## config.mk

```make
export PLATFORM = sky130hd
export DESIGN_NAME = bram_fifo_ctl_flat
export DESIGN_NICKNAME = d
export VERILOG_FILES = /design/src/rtl/bram_fifo_ctl_if.sv /design/src/rtl/bram_fifo_ctl.sv /design/src/flat_wrapper.sv
export SDC_FILE = /design/constraint.sdc
export NUM_CORES = 1
export LEC_CHECK = 0
export ABC_AREA = 1
export BUFFER_PORTS_ARGS = -buffer_cell sky130_fd_sc_hd__buf_4
export CAP_MARGIN = 0
export CORE_MARGIN = 5
export CORE_UTILIZATION = 49
export DETAILED_ROUTE_END_ITERATION = 6
export MAX_ROUTING_LAYER = met4
export PLACE_DENSITY_LB_ADDON = 0.3
export SYNTH_ARGS = -nofsm -noshare
export SYNTH_HDL_FRONTEND = slang
export SYNTH_SLANG_ARGS = --single-unit
```

## constraint.sdc

```tcl
create_clock -name clk -period 2.59 [get_ports clk]
set_clock_uncertainty 0.15 [all_clocks]
set_input_delay 0.6475 -clock clk [delete_from_list [all_inputs] [get_ports clk]]
set_output_delay 0.6475 -clock clk [all_outputs]
set_load 0.01 [all_outputs]
```

## src/rtl/bram_fifo_ctl_if.sv

```systemverilog
// Write stream, read stream and block-RAM port bundle for bram_fifo_ctl.
// master = the controller, slave = the surrounding logic (producer, consumer, RAM).
interface bram_fifo_ctl_if #(
    parameter int ADDRESSWIDTH = 6,
    parameter int BITWIDTH     = 1
);
    logic                    wr_valid;
    logic                    wr_ready;
    logic [BITWIDTH-1:0]     wr_data;
    logic                    rd_valid;
    logic                    rd_ready;
    logic [BITWIDTH-1:0]     rd_data;
    logic [ADDRESSWIDTH-1:0] ram_a;
    logic                    ram_we;
    logic [BITWIDTH-1:0]     ram_din;
    logic [ADDRESSWIDTH-1:0] ram_dpra;
    logic                    ram_qdpo_ce;
    logic [BITWIDTH-1:0]     ram_qdpo;
    logic [ADDRESSWIDTH:0]   count;
    logic                    almost_full;

    modport master (
        input  wr_valid, wr_data, rd_ready, ram_qdpo,
        output wr_ready, rd_valid, rd_data, ram_a, ram_we, ram_din,
               ram_dpra, ram_qdpo_ce, count, almost_full
    );

    modport slave (
        output wr_valid, wr_data, rd_ready, ram_qdpo,
        input  wr_ready, rd_valid, rd_data, ram_a, ram_we, ram_din,
               ram_dpra, ram_qdpo_ce, count, almost_full
    );
endinterface

```

## src/rtl/bram_fifo_ctl.sv

```systemverilog
// FWFT valid/ready FIFO controller around a dual-port RAM with registered read; BRAM_FIFO_CTL_AFULL_EN adds almost_full.
// Latency: a word accepted at edge t is presented on rd_data after edge t+1; one word/cycle when streaming.
// Backpressure: wr_ready drops when the RAM holds DEPTH words; RAM read is stalled (ce=0) while the head is not taken.
module bram_fifo_ctl #(
    parameter int ADDRESSWIDTH = 6,
    parameter int BITWIDTH     = 1,
    parameter int DEPTH        = 34,
    parameter int AFULL_THRESH = 30
) (
    input  logic            clk,
    input  logic            reset_n,
    input  logic            flush,
    bram_fifo_ctl_if.master bus
);
    localparam logic [ADDRESSWIDTH:0]   FULL_C = (ADDRESSWIDTH+1)'(DEPTH);
    localparam logic [ADDRESSWIDTH:0]   STEP_C = (ADDRESSWIDTH+1)'(1);
    localparam logic [ADDRESSWIDTH-1:0] LAST_C = ADDRESSWIDTH'(DEPTH - 1);
    localparam logic [ADDRESSWIDTH-1:0] PINC_C = ADDRESSWIDTH'(1);

    logic [ADDRESSWIDTH-1:0] wptr;
    logic [ADDRESSWIDTH-1:0] rptr;
    logic [ADDRESSWIDTH:0]   stored;
    logic [ADDRESSWIDTH:0]   stored_nxt;
    logic                    out_valid;
    logic                    out_valid_nxt;
    logic                    active;
    logic                    we;
    logic                    issue;
    logic                    pop;

    assign active          = reset_n && !flush;
    assign bus.wr_ready    = active && (stored != FULL_C);
    assign we              = bus.wr_valid && bus.wr_ready;
    // Refill the output register whenever it is empty or being emptied this cycle.
    assign issue           = active && (stored != '0) && (!out_valid || bus.rd_ready);
    assign pop             = out_valid && bus.rd_ready;

    assign bus.ram_we      = we;
    assign bus.ram_a       = wptr;
    assign bus.ram_din     = BITWIDTH'(bus.wr_data);
    assign bus.ram_dpra    = rptr;
    assign bus.ram_qdpo_ce = issue;
    assign bus.rd_valid    = out_valid;
    assign bus.rd_data     = BITWIDTH'(bus.ram_qdpo);
    assign bus.count       = stored + {{ADDRESSWIDTH{1'b0}}, out_valid};

    always_comb begin
        stored_nxt = stored;
        if (we && !issue)
            stored_nxt = stored + STEP_C;
        else if (issue && !we)
            stored_nxt = stored - STEP_C;
        out_valid_nxt = out_valid;
        if (issue)
            out_valid_nxt = 1'b1;
        else if (pop)
            out_valid_nxt = 1'b0;
    end

    always_ff @(posedge clk) begin
        if (!reset_n || flush) begin
            wptr      <= '0;
            rptr      <= '0;
            stored    <= '0;
            out_valid <= 1'b0;
        end else begin
            if (we)
                wptr <= (wptr == LAST_C) ? '0 : wptr + PINC_C;
            if (issue)
                rptr <= (rptr == LAST_C) ? '0 : rptr + PINC_C;
            stored    <= stored_nxt;
            out_valid <= out_valid_nxt;
        end
    end

`ifdef BRAM_FIFO_CTL_AFULL_EN
    localparam logic [ADDRESSWIDTH:0] AFULL_C = (ADDRESSWIDTH+1)'(AFULL_THRESH);

    logic [ADDRESSWIDTH:0] count_nxt;
    logic                  afull_q;

    // Registered from next-state count so the flag tracks count with no lag.
    assign count_nxt = stored_nxt + {{ADDRESSWIDTH{1'b0}}, out_valid_nxt};

    always_ff @(posedge clk) begin
        if (!reset_n || flush)
            afull_q <= 1'b0;
        else
            afull_q <= (count_nxt >= AFULL_C);
    end

    assign bus.almost_full = afull_q;
`else
    assign bus.almost_full = 1'b0;
`endif
endmodule
```

## src/flat_wrapper.sv

```systemverilog
// flat-port wrapper written by rule: the top's interface ports become plain ports
module bram_fifo_ctl_flat 
#(
    parameter int ADDRESSWIDTH = 6,
    parameter int BITWIDTH     = 1,
    parameter int DEPTH        = 34,
    parameter int AFULL_THRESH = 30
)
  (clk, reset_n, flush, bus_wr_valid, bus_wr_data, bus_rd_ready, bus_ram_qdpo, bus_wr_ready, bus_rd_valid, bus_rd_data, bus_ram_a, bus_ram_we, bus_ram_din, bus_ram_dpra, bus_ram_qdpo_ce, bus_count, bus_almost_full);
  bram_fifo_ctl_if #(.ADDRESSWIDTH(ADDRESSWIDTH), .BITWIDTH(BITWIDTH)) bus_i ();
  input  logic clk;
  input  logic reset_n;
  input  logic flush;
  input wire logic [$bits(bus_i.wr_valid)-1:0] bus_wr_valid;
  input wire logic [$bits(bus_i.wr_data)-1:0] bus_wr_data;
  input wire logic [$bits(bus_i.rd_ready)-1:0] bus_rd_ready;
  input wire logic [$bits(bus_i.ram_qdpo)-1:0] bus_ram_qdpo;
  output wire logic [$bits(bus_i.wr_ready)-1:0] bus_wr_ready;
  output wire logic [$bits(bus_i.rd_valid)-1:0] bus_rd_valid;
  output wire logic [$bits(bus_i.rd_data)-1:0] bus_rd_data;
  output wire logic [$bits(bus_i.ram_a)-1:0] bus_ram_a;
  output wire logic [$bits(bus_i.ram_we)-1:0] bus_ram_we;
  output wire logic [$bits(bus_i.ram_din)-1:0] bus_ram_din;
  output wire logic [$bits(bus_i.ram_dpra)-1:0] bus_ram_dpra;
  output wire logic [$bits(bus_i.ram_qdpo_ce)-1:0] bus_ram_qdpo_ce;
  output wire logic [$bits(bus_i.count)-1:0] bus_count;
  output wire logic [$bits(bus_i.almost_full)-1:0] bus_almost_full;
  assign bus_i.wr_valid = bus_wr_valid;
  assign bus_i.wr_data = bus_wr_data;
  assign bus_i.rd_ready = bus_rd_ready;
  assign bus_i.ram_qdpo = bus_ram_qdpo;
  assign bus_wr_ready = bus_i.wr_ready;
  assign bus_rd_valid = bus_i.rd_valid;
  assign bus_rd_data = bus_i.rd_data;
  assign bus_ram_a = bus_i.ram_a;
  assign bus_ram_we = bus_i.ram_we;
  assign bus_ram_din = bus_i.ram_din;
  assign bus_ram_dpra = bus_i.ram_dpra;
  assign bus_ram_qdpo_ce = bus_i.ram_qdpo_ce;
  assign bus_count = bus_i.count;
  assign bus_almost_full = bus_i.almost_full;
  bram_fifo_ctl #(.ADDRESSWIDTH(ADDRESSWIDTH), .BITWIDTH(BITWIDTH), .DEPTH(DEPTH), .AFULL_THRESH(AFULL_THRESH)) u_core (.clk(clk), .reset_n(reset_n), .flush(flush), .bus(bus_i));
endmodule
```

# == Word level (Yosys, flattened, before mapping) ==
# Index checks and enable logic that the tools add are counted.
# totals
output_inout_bits,26
reg_bits,20
inputBits,7
elab_cells,36
# classes
eq_ne,3
n_mux,6
n_reduce_logical,18
n_addsub,5
# ops
cell,count
$mux 7,2
$add 6x1->6 const B,2
$eq 6x6->1 const B,2
$mux 6,2
$logic_and 1x1->1,8
$add 7x1->7,1
$add 7x1->7 const B,1
$ne 7x6->1 const B,1
$reduce_bool 7->1,1
$sub 7x1->7 const B,1
$logic_not 1->1,5
$reduce_bool 2->1,2
$logic_or 1x1->1,2
$mux 1,2

# == Logic depth before layout (Yosys ltp) ==
# logic_depth
ltp_word,8
ltp_mapped,17
mapped_depth_nobuf,17

# == Least setup slack after synthesis ==
# OpenSTA, ideal clock, no wires.
# synth_path
kind,input-to-reg
from,input reset_n
to,register u_core.stored[5]
required_time_ns,2.331
arrival_time_ns,2.524
cell_stages,16
n_path_buf,0
slack_ns,-0.193
setup_ns,0.109
cell_sequence,inv_2 nor2_8 inv_4 nor2_4 nand2_4 inv_1 ha_1 inv_1 ha_1 or2_2 nand3b_1 nand2_1 nand2_1 nand3_1 nand2_1 inv_1
# synth_via
elab_chain_len,6
elab_cells_between_ends,13
cone_classes,mux (1); reduce/logical (12)
# synth_rtl
item,line_no,text
start: declaration,flat_wrapper.sv:12,input logic reset_n;
$logic_and 1x1->1 (*),bram_fifo_ctl.sv:31,assign active = reset_n && !flush;
$logic_and 1x1->1 (*),bram_fifo_ctl.sv:32,assign bus.wr_ready = active && (stored != FULL_C);
net bus_wr_ready,flat_wrapper.sv:18,output wire logic [$bits(bus_i.wr_ready)-1:0] bus_wr_ready;
$logic_and 1x1->1 (*),bram_fifo_ctl.sv:33,assign we = bus.wr_valid && bus.wr_ready;
net bus_ram_we,flat_wrapper.sv:22,output wire logic [$bits(bus_i.ram_we)-1:0] bus_ram_we;
$logic_not 1->1,bram_fifo_ctl.sv:51,else if (issue && !we)
$logic_and 1x1->1,bram_fifo_ctl.sv:51,
$reduce_bool 2->1 (no source line),-,
end signal: assignment,bram_fifo_ctl.sv:71,stored <= stored_nxt;
end: declaration,bram_fifo_ctl.sv:22,logic [ADDRESSWIDTH:0] stored;
# Mark *: on every way through the listed nets, which the timed path passes. The rest lies on a longest branch.
# A chain may end at the register's enable or synchronous reset.

# == Worst setup path after layout ==
# layout_path
from,register u_core.stored[0]
to,output bus_count[6]
# layout_via
elab_chain_len,1
# layout_rtl
item,line_no,text
$add 7x1->7,bram_fifo_ctl.sv:45,"assign bus.count = stored + {{ADDRESSWIDTH{1'b0}}, out_valid};"
end: declaration,flat_wrapper.sv:26,output wire logic [$bits(bus_i.count)-1:0] bus_count;
# Every way passes these cells.

==> results.txt <==
----------------------------------------------------
[Outcome]
  Outcome ... complete, no violations

[GRT]
  Via count of the first global-routing pass ... 1,304
  Maximum number of pins on one net before global-route repair ... 15
  Antenna violations before repair ... 0
  All-Layer GR Usage ... between 10% and 20%
  Global-route wire length before repair ... between 5 and 6 mm
  GRT overflow ... 0

[Worst setup path]
  Kind of cell with the highest combined delay on the critical path ... flip-flops
  Crit-path slowest cell ... sky130_fd_sc_hd__dfxtp_2
  Register-to-register setup slack ... 0.20 ns
  Crit path arrival time ... 1.62 ns
  Slowest Stage Delay on Critical Path ... roughly 0.41 ns
  Type of the worst setup path ... flip-flop to primary output
  Number of cells traversed by the worst register-to-register path ... 16
  CP most frequent cell ... sky130_fd_sc_hd__ha_1
  Critical-path maximum fanout ... 5
  Buffering stage count on the worst path with inverters included ... 1
  Critical path, cell by cell ... ha_1 > ha_1 > nand3_1 > nor2_1 > xor2_1 > buf_4
  R2r startpoint ... u_core.stored[3]
  Type of destination of the critical path ... primary output
  Critical path depth in cells ... 6
  RR Endpoint ... u_core.stored[5]
  Data required time of the worst path ... 1.79 ns
  Type of element launching the critical path ... flip-flop
  Worst setup startpoint ... u_core.stored[0]
  Capture point of the worst path ... bus_count[6]

[Synthesis]
  Synthesized area per cell ... about 7 sq um
  Count of different cell masters after synthesis ... 28
  Number of cells produced by synthesis ... 217
  Sequential-to-total area share from yosys stat ... between 20% and 30%
  Warning count from the yosys run ... 0
  Yosys reg bits ... 20
  Syn Nets ... 237
  Summed instance area of the synthesized netlist ... approximately 1500 sq um

[Clocking]
  CTS tree ... done
  Count of H-tree levels built during CTS ... 1
  Number of buffers on the longest clock path ... 2
  CTS Buf Count ... 3
  Clock edge transition at the registers on the reported setup and hold paths ... between 0.1 and 0.15 ns
  Post-CTS Repair Setup Buffers ... 0
  Sink count of the clock tree ... 20
  Clock Tree Root ... sky130_fd_sc_hd__clkbuf_4
  Later-pin clock latency in the skew report ... about 0.30 ns

[Route]
  Highest routed metal layer ... met4
  Number of vias per cell after detailed routing ... just over 5
  Wire length on met1 ... around 1.6 mm
  DR WL met3 ... roughly 160 microns
  Via count ... about 1,400
  Number of remaining DRC errors ... 0
  Number of iterations in the first detailed-routing pass ... 5
  Wire length reported by the detailed router ... 3.209 mm
  Number of antenna-violating nets in the routed design ... 0
  Routed length on met2 ... 1.446 mm
  Wire per inst ... 11.18 microns
  Starting DRC count in detailed routing ... 59

[Power]
  Total Power ... ~0.69 mW
  Peak VDD IR ... 0.0002540 V
  Leakage dissipation ... roughly 0.90 nW
  Pwr per Cell Area ... between 300 and 400 nW/um^2

[Timing]
  Worst path setup slack after routing ... 0.1705 ns
  Final setup violation count ... 0
  Final critical delay including setup and external delays ... between 2 and 2.5 ns
  Setup Total Neg Slack ... 0 ns
  Highest achievable clock rate ... about 410 MHz
  Max-slew violation count ... 0
  Final count of hold timing violations ... 0
  Final clock period utilization by the worst path ... about 93%
  Unrepaired setup endpoints after global routing ... false

[Die]
  Area of the placeable core ... 3003 sq um
  Die area ... roughly 4300 sq um
  Top-Level Pins ... 33
  Overall die width ... about 66 microns
  Die extent in y ... 65.54 microns
  Cell Rows ... 20
  Initial Util ... about half

[Cells and area]
  N_diodes ... 0
  Fin nets ... about 280
  Fraction of layout instances using a drive strength above 1 ... approximately 28%
  Relative area change from synthesis to final layout ... 23.84%
  Non-filler cells, final ... roughly 290

[Place]
  Post-Place Setup Slack ... -0.01758 ns
  Placed wire-length estimate after detailed placement ... approximately 2.6 mm
  Placed cell count ... about 280
  Final RePlAce weighted congestion ... approximately 0.8
  Count of input and output buffers ... 27

[Min path]
  Class of the worst hold path ... flip-flop to flip-flop

[Flow run]
  Number of maximum-capacitance violations ... 0

----------------------------------------------------
==> worst min path at each step <==
stage	startpoint	endpoint	cells past startpoint	slack [ns]
after floorplan	u_core.bus.ram_dpra[4]	u_core.bus.ram_dpra[4]	2	0.35
after global placement	u_core.bus.ram_dpra[4]	u_core.bus.ram_dpra[4]	2	0.32
after detailed placement	u_core.bus.ram_dpra[4]	u_core.bus.ram_dpra[4]	2	0.32
after CTS	u_core.bus.ram_dpra[4]	u_core.bus.ram_dpra[4]	2	0.34
after global routing	u_core.bus.ram_dpra[4]	u_core.bus.ram_dpra[4]	2	0.38
final	u_core.bus.ram_dpra[4]	u_core.bus.ram_dpra[4]	2	0.34
==> routing by layer <==
metal  track usage (%)  vias to the layer above
li1                  -                      766
met1             22.54                      645
met2             26.80                       32
met3             4.615                        2
met4             1.554                        0
met5                 -                        -
==> synth_stat cells (all sizes together) <==
| cell | instances | area [sq um] |
|---|---|---|
| xor2 | 10 | 87.58 |
| fa | 1 | 20.02 |
| clkbuf | 1 | 3.750 |
| nand3b | 1 | 7.510 |
| nor3 | 3 | 20.02 |
| a21oi | 18 | 90.09 |
| inv | 30 | 117.6 |
| or2 | 1 | 6.260 |
| dfxtp | 20 | 400.4 |
| nand3 | 24 | 125.1 |
| conb | 1 | 3.750 |
| o21ai | 3 | 15.01 |
| ha | 12 | 150.1 |
| nand4 | 4 | 25.02 |
| nor2 | 25 | 143.9 |
| nand2 | 54 | 227.7 |
| xnor2 | 4 | 35.03 |
| buf | 5 | 32.53 |
==> final cells by class <==
cell class              count  area [sq um]
repair buffers             40         300.3
fillers                   292          1131
multi-input cells         161         987.2
inverters                  30         117.6
flip-flops and latches     20         402.9
clock buffers               3         22.52
well taps                  33         41.29
==> cells by family after synthesis <==
kind of cell / share of synthesized area [%]
compound gates: 6.954
xor+xnor: 8.112
fa+ha+maj: 11.26
buf+inv: 10.18
flops: 26.49
other cells: 0.2481
simple gates: 36.75
==> power by group <==
| group | internal, mW | switching (mW) |
|---|---|---|
| logic | 0.0914 | 0.118 |
| clock network | 0.0542 | 0.0944 |
| registers | 0.317 | 0.0125 |
==> stage by stage <==
stage,hold slack [ns],instance area (sq um),utilization (%)
floorplan,0.3456,1541,-
global placement,0.3227,1847,61.50
global route,0.3791,1872,62.33
detailed placement,0.3222,1847,61.50
finish,0.3357,1872,62.33
CTS,0.3381,1869,62.25
==> cells in the final DEF, fill, tap and decap left out, drive strengths merged <==
cell type  netlist  final
or2              1      1
a21oi           18     18
ha              12     12
inv             30     30
xnor2            4      4
nor3             3      3
nand3b           1      1
clkbuf           1      3
buf              5     40
nand4            4      4
dfxtp           20     20
xor2            10     10
nand3           24     24
fa               1      1
nand2           54     54
o21ai            3      3
nor2            25     25
conb             1      1
==> sequential cells by signal, indices dropped and copies added (netlist names) <==
register,cells
u_core.bus.ram_a,6
u_core.bus.ram_dpra,6
u_core.bus.rd_valid,1
u_core.stored,7
==> repair_timing <==
action | CTS | global route
hold buffers | 0 | 0
endpoints found under the hold margin | 0 | 0
endpoints found under the setup margin | 0 | 1
gates resized for setup | 0 | 2
==> worst min-delay path, stage by stage (launching register included) <==
cell and delay, ns:
sky130_fd_sc_hd__dfxtp_1 0.34, sky130_fd_sc_hd__nand2_1 0.06, sky130_fd_sc_hd__a21oi_1 0.05
Power figures use the tool's default switching activity.
